**config.mk**
```make
export PLATFORM = sky130hd
export DESIGN_NAME = score_evaluation_multi
export DESIGN_NICKNAME = d
export VERILOG_FILES = /design/src/rtl/score_evaluation_multi.sv
export SDC_FILE = /design/constraint.sdc
export NUM_CORES = 1
export LEC_CHECK = 0
export CORE_MARGIN = 2
export CORE_UTILIZATION = 49
export CTS_BUF_LIST = sky130_fd_sc_hd__clkbuf_4 sky130_fd_sc_hd__clkbuf_8
export CTS_CLUSTER_DIAMETER = 30
export DETAILED_ROUTE_END_ITERATION = 7
export PLACE_DENSITY = 0.92
export SLEW_MARGIN = 0
export SYNTH_ARGS = -nofsm -noshare
export SYNTH_HDL_FRONTEND = slang
export SYNTH_SLANG_ARGS = --single-unit
```
**constraint.sdc**
```tcl
create_clock -name clk -period 2.1 [get_ports clk]
set_input_delay 0.42 -clock clk [delete_from_list [all_inputs] [get_ports clk]]
set_output_delay 0.42 -clock clk [all_outputs]
set_load 0.02 [all_outputs]
```
**src/rtl/score_evaluation_multi.sv**
```systemverilog
// Whack-a-mole scorer: judges one guess per mole window, keeps a saturating score,
// miss and streak counters. Optional define STREAK_BONUS_EN enables the streak bonus.
module score_evaluation_multi #(
  parameter int unsigned NUM_HOLES       = 8,
  parameter int unsigned POS_W           = 3,
  parameter int unsigned SCORE_W         = 8,
  parameter int unsigned MISS_W          = 4,
  parameter int unsigned PENALTY         = 0,
  parameter int unsigned MISS_ON_TIMEOUT = 1,
  parameter int unsigned STREAK_THRESH   = 3,
  parameter int unsigned BONUS           = 1
) (
  input  logic               clk,
  input  logic               rst,
  input  logic [POS_W-1:0]   user_guess,
  input  logic               eval_now,
  input  logic [POS_W-1:0]   mole_pos,
  input  logic               mole_change,
  output logic [SCORE_W-1:0] score,
  output logic [MISS_W-1:0]  miss_count,
  output logic [3:0]         streak,
  output logic               guess_now,
  output logic               guess_correct,
  output logic               guess_wrong
);

`ifdef STREAK_BONUS_EN
  localparam bit BONUS_EN = 1'b1;
`else
  localparam bit BONUS_EN = 1'b0;
`endif

  localparam logic [31:0] SCORE_MAX = 32'((64'd1 << SCORE_W) - 64'd1);

  typedef enum logic [1:0] {
    ARMED,
    HIT,
    MISS
  } state_e;

  state_e             state_q, state_d;
  logic [SCORE_W-1:0] score_q, score_d;
  logic [MISS_W-1:0]  miss_q, miss_d;
  logic [3:0]         streak_q, streak_d;
  logic               guess_now_q, guess_correct_q, guess_wrong_q;

  logic        pos_valid;
  logic        take_hit, take_miss;
  logic [31:0] score_ext, hit_add, hit_sum;

  // Positions beyond the last hole only exist when the bus is wider than needed.
  if (NUM_HOLES >= (1 << POS_W)) begin : g_all_valid
    assign pos_valid = 1'b1;
  end else begin : g_range_check
    assign pos_valid = (32'(mole_pos) < NUM_HOLES);
  end

  always_comb begin
    state_d   = state_q;
    take_hit  = 1'b0;
    take_miss = 1'b0;
    case (state_q)
      ARMED: begin
        // mole_change has priority: a coincident guess belongs to the old mole and is dropped.
        if (mole_change) begin
          take_miss = (MISS_ON_TIMEOUT != 0);
        end else if (eval_now) begin
          if ((user_guess == mole_pos) && pos_valid) begin
            take_hit = 1'b1;
            state_d  = HIT;
          end else begin
            take_miss = 1'b1;
            state_d   = MISS;
          end
        end
      end
      HIT, MISS: begin
        if (mole_change) state_d = ARMED;
      end
      default: state_d = ARMED;
    endcase
  end

  always_comb begin
    score_ext = 32'(score_q);
    hit_add   = (BONUS_EN && ((32'(streak_q) + 32'd1) >= STREAK_THRESH)) ? (32'd1 + BONUS) : 32'd1;
    hit_sum   = score_ext + hit_add;
    score_d   = score_q;
    miss_d    = miss_q;
    streak_d  = streak_q;
    if (take_hit) begin
      score_d  = (hit_sum > SCORE_MAX) ? SCORE_W'(SCORE_MAX) : SCORE_W'(hit_sum);
      streak_d = (streak_q == 4'hF) ? streak_q : streak_q + 4'd1;
    end else if (take_miss) begin
      score_d  = (score_ext < PENALTY) ? '0 : SCORE_W'(score_ext - PENALTY);
      miss_d   = (miss_q == '1) ? miss_q : miss_q + 1'b1;
      streak_d = '0;
    end
  end

  always_ff @(posedge clk or negedge rst) begin
    if (!rst) begin
      state_q         <= ARMED;
      score_q         <= '0;
      miss_q          <= '0;
      streak_q        <= '0;
      guess_now_q     <= 1'b1;
      guess_correct_q <= 1'b0;
      guess_wrong_q   <= 1'b0;
    end else begin
      state_q         <= state_d;
      score_q         <= score_d;
      miss_q          <= miss_d;
      streak_q        <= streak_d;
      guess_now_q     <= (state_d == ARMED);
      guess_correct_q <= take_hit;
      guess_wrong_q   <= (state_d == MISS);
    end
  end

  assign score         = score_q;
  assign miss_count    = miss_q;
  assign streak        = streak_q;
  assign guess_now     = guess_now_q;
  assign guess_correct = guess_correct_q;
  assign guess_wrong   = guess_wrong_q;

endmodule

```
Word-level counts from Yosys, hierarchy flattened. Cells that the tools add are included.

Latch bits: 0. Input bits: 10. Bits in read-only memories: 0. Memory bits (writable): 0. Register bits after elaboration: 21. Memories kept: 0. Logic and storage cells: 44.

Bitwise operators: 2. Div/mod/pow operators: 0. $add $sub $neg: 3. Multipliers: 0. Shift-type cells: 0. Muxes and demuxes: 18. Reduce and logical (&&, ||, !) cells: 6. Equality and inequality tests: 7. $lt $le $gt $ge: 1.

Operator list (number): 2-to-1 mux 8 bit (2); 2-to-1 mux 4 bit (3); adder 8 x 1 -> 9 bit, second input constant (1); greater-than comparator 9 x 8 -> 1 bit, second input constant (1); adder 4 x 1 -> 4 bit, second input constant (2); == test 4 bit, second input constant (2); 2-to-1 mux 1 bit (8); 2-to-1 mux 2 bit (4); == test 2 bit, second input constant (2); zero test 2 bit (2); one-hot mux 2 bit (2 select lines) (1); == test 3 bit (1); AND reduction 3 bit (1); == test 2 x 1 -> 1 bit, second input constant (1); != test 2 bit, second input constant (1); NOT 1 bit (2); AND reduction 2 bit (1); nonzero test 2 bit (1); OR reduction 2 bit (1).

Depth between registers and ports, before layout.
Word-level depth: 7. Gate-level depth with buffers: 8.

Least setup slack after synthesis. OpenSTA, ideal clock, no wires.

Kind: flip-flop to flip-flop. From: register state_q[0]. To: register score_q[7] (netlist: score[7]). Cell stages (with the launch flop): 8. Data arrival time: 1.479 ns. Library setup time: 0.128 ns. Clock period less this slack: 1.607 ns. Required time: 1.972 ns. Slack: 0.493 ns. Buffers on the path: 1. Cell sequence: dfrtp_1 > inv_1 > ha_1 > nand3b_1 > and4b_1 > buf_4 > nand4_1 > mux2_1.

Longest elaborated chain between the ends: 2.

Ends and longest elaborated chain: start, declared (RTL line 41) `state_e state_q, state_d;`; start signal, assigned (RTL line 111) `state_q <= state_d;`; zero test 2 bit (RTL line 62) `case (state_q)`; 2-to-1 mux 1 bit (RTL line 62); end signal, assigned (RTL line 112) `score_q <= score_d;`; end, declared (RTL line 42) `logic [SCORE_W-1:0] score_q, score_d;`.

Every way passes these cells. A chain may end at the register's enable or synchronous reset.

Worst setup path in the final report.
From: input port mole_pos[1]. To: register score_q[6] (netlist: score[6]).

Longest elaborated chain between the ends: 5.

Ends and longest elaborated chain: start, declared (RTL line 17) `input logic [POS_W-1:0] mole_pos,`; == test 3 bit (RTL line 68) `if ((user_guess == mole_pos) && pos_valid) begin`; 2-to-1 mux 1 bit (RTL line 68); 2-to-1 mux 1 bit (RTL line 67) `end else if (eval_now) begin`; 2-to-1 mux 1 bit (RTL line 65) `if (mole_change) begin`; 2-to-1 mux 1 bit (RTL line 62).

Every way passes these cells.

==> run summary <==
Rows: 17
Drt first pass iters: 3
Ys async rst share: 100%
Yosys top cell area share: 45.7%
Port bufs: 28
Yosys top cell by area: dfrtp_1
Leak Pwr: 0.660 nW
Die height: 51.3 um
Pwr/cell area: 1040 mW/mm^2
Worst R2R Setup Slack: 0.23 ns
Pins over their slew limit: 0
Mapped Area: 0.00110 mm^2
Initial Util: 50.5%
CTS tree: done
DP Cell Count: 161
Clk pin slew, worst setup/hold paths: 0.13 ns
Sink Count: 21
Post-cts hold buffer count: 0
First-pass GRT wire length: 3670 um
Number of top-level pins: 29
RSZ-0062 raised after global routing: no
DRT iter0 DRCs: 9
Die ar.: 0.00263 mm^2
Post-synthesis sequential area ratio: 48.1%
Worst Path Max Fanout: 8
Seq cells post-synth: 21
Post-CTS setup-driven buffer insertion count: 0
Main combinational cell family by area after synthesis: simple AND/OR/NAND/NOR gates
Die span in x: 51.3 um
Share of cells above drive strength 1: 9.49%
Root Buffer: clkbuf_4
Fin crit share: 90.5%
Mux contribution to synthesized area: 5.14%
Post-Synthesis Cells: 102
Slew headroom: 75.6%
Layout area overhead: 33.2%
# H-tree levels: 1
Vias in the first global route: 822
Post-DRT Antenna Nets: 0
Synthesis Warnings: 0
GRT Util Overall: 18.7%
Xor-xnor portion of the synthesized cell area: 4.00%
DR WL/cell: 13.9 um
Grt total ovfl: 0
Non-Filler Instances: 165
Max Freq: 526 MHz
Yosys cell types: 34
CTS buffer count: 3
FILL cells: 174
Setup CP Type: primary input to flip-flop
Post-DP HPWL: 1770 um
Main flop type after synthesis: dfrtp_1
Top post-synthesis cells by area: dfrtp_1 (46%), ha_1 (6.8%), a21oi_1 (4.1%)
EDFF count, synth: 0
Largest net degree at the start of global routing: 22
Post-synthesis adder-cell area fraction: 6.85%
Startpoint Class: primary input
Post-synth top cells: dfrtp_1 (20), a21oi_1 (9), inv_1 (7), ha_1 (6), nor2_1 (6)
# setup viols final: 0
Nature of the critical path endpoint: flip-flop
Drt drc: 0
CP arrival: 2.10 ns
Post-CTS Resized: 0
Final worst path period need: 1.90 ns
Final-stage net count: 154
Worst-Skew Late Latency: 0.31 ns
Most numerous cell in the Yosys netlist: dfrtp_1
Clock Tree Buf Depth: 2
Status: completed
Worst Path Required: 2.30 ns
Worst slew pin tran: 0.363 ns
DR vias: 894
Util after Layout: 67.3%
Final-report hold violation count: 0
Syn Area/Cell: 10.7 um^2
Post-synthesis simple-gate area fraction: 16.1%
RePlAce Congestion: 0.802
Area of the core: 0.00217 mm^2
Worst min path class: primary input to async pin
MaxCap Viol Count: 0
Maximum VDD drop: 0.000755 V
Syn_nets: 118
Vias per inst: 5.42
Initial antenna violation count: 0
Inserted Diodes: 0
Fin Clk Skew: 0.00860 ns
Final wirelength: 2300 um
Synth Area in Compound Gates: 15.8%
==> critical path, cell delays in order <==
cell             delay [ns]
clkdlybuf4s50_1        0.41
xnor2_1                0.34
and4b_1                0.42
nand4_1                0.15
mux2_1                 0.35
==> state kept, by name, summed over array words and instances (netlist names) <==
register and flops:
score 8, miss_count 4, streak 4, state_q 2
guess_correct 1, guess_now 1, guess_wrong 1
==> power by group <==
group / switching, mW / internal [mW] / leakage [nW]
combinational: 0.347 / 0.342 / 0.380
sequential: 0.115 / 0.514 / 0.266
clock: 0.128 / 0.0725 / 0.0139
total: 0.590 / 0.929 / 0.660
==> cell usage in the layout, fill, tap and decap left out, drive strengths merged, types with 4 or more instances in the layout <==
cell / n
clkdlybuf4s50: 28
dfrtp: 20
a21oi: 9
inv: 7
nor2: 6
ha: 6
a31oi: 5
buf: 5
mux2: 5
xnor2: 4
nand4: 4
==> worst paths after layout <==
kind	start	endpoint	cells after the start
setup reg to reg	state_q[0]	score[6]	6
hold reg to reg	miss_count[0]	miss_count[0]	1
max in group asynchronous	rst	guess_now	2
min in group clk	miss_count[0]	miss_count[0]	1
hold / removal	rst	score[6]	2
setup / recovery	mole_pos[1]	score[6]	5
==> per-stage QoR <==
step                power [mW]  hold slack (ns)  setup TNS (ns)  instance area (um^2)  worst slack [ns]
floorplan                 1.02            0.124               0                  1100             0.493
global placement          1.29            0.518               0                  1430            0.0302
finish                    1.52            0.432               0                  1460             0.200
CTS                       1.53            0.439               0                  1460             0.215
global route              1.62            0.457               0                  1460             0.189
detailed placement        1.33            0.523          -0.125                  1430           -0.0685
==> cell type report <==
type,instances,area (um^2),area share (%)
multi-input cells,72,524,35.9
clock inverters,1,7.51,0.514
flip-flops and latches,21,527,36.1
repair buffers,33,318,21.8
well taps,28,35.0,2.40
clock buffers,3,22.5,1.54
inverters,7,26.3,1.80
==> layer usage <==
metal	part of all wire [%]	GRT usage [%]	vias up	routed length [um]
li1	-	-	436	-
met1	45	24.8	439	1030
met2	51	29.7	15	1170
met3	2.0	2.92	4	46
met4	1.9	9.65	0	44
met5	0	0	-	0
==> logic make-up (layout without fill, tap and decap cells) <==
family                   count (synthesis)  after routing
adder cells (fa/ha/maj)                  6              6
AO/OA/AOI/OAI                           26             26
flip-flops                              21             21
XOR/XNOR                                 5              5
buffers and inverters                    9             44
multiplexers                             5              5
AND/OR/NAND/NOR                         30             30
Note: power is estimated with default switching activity, not from simulation.
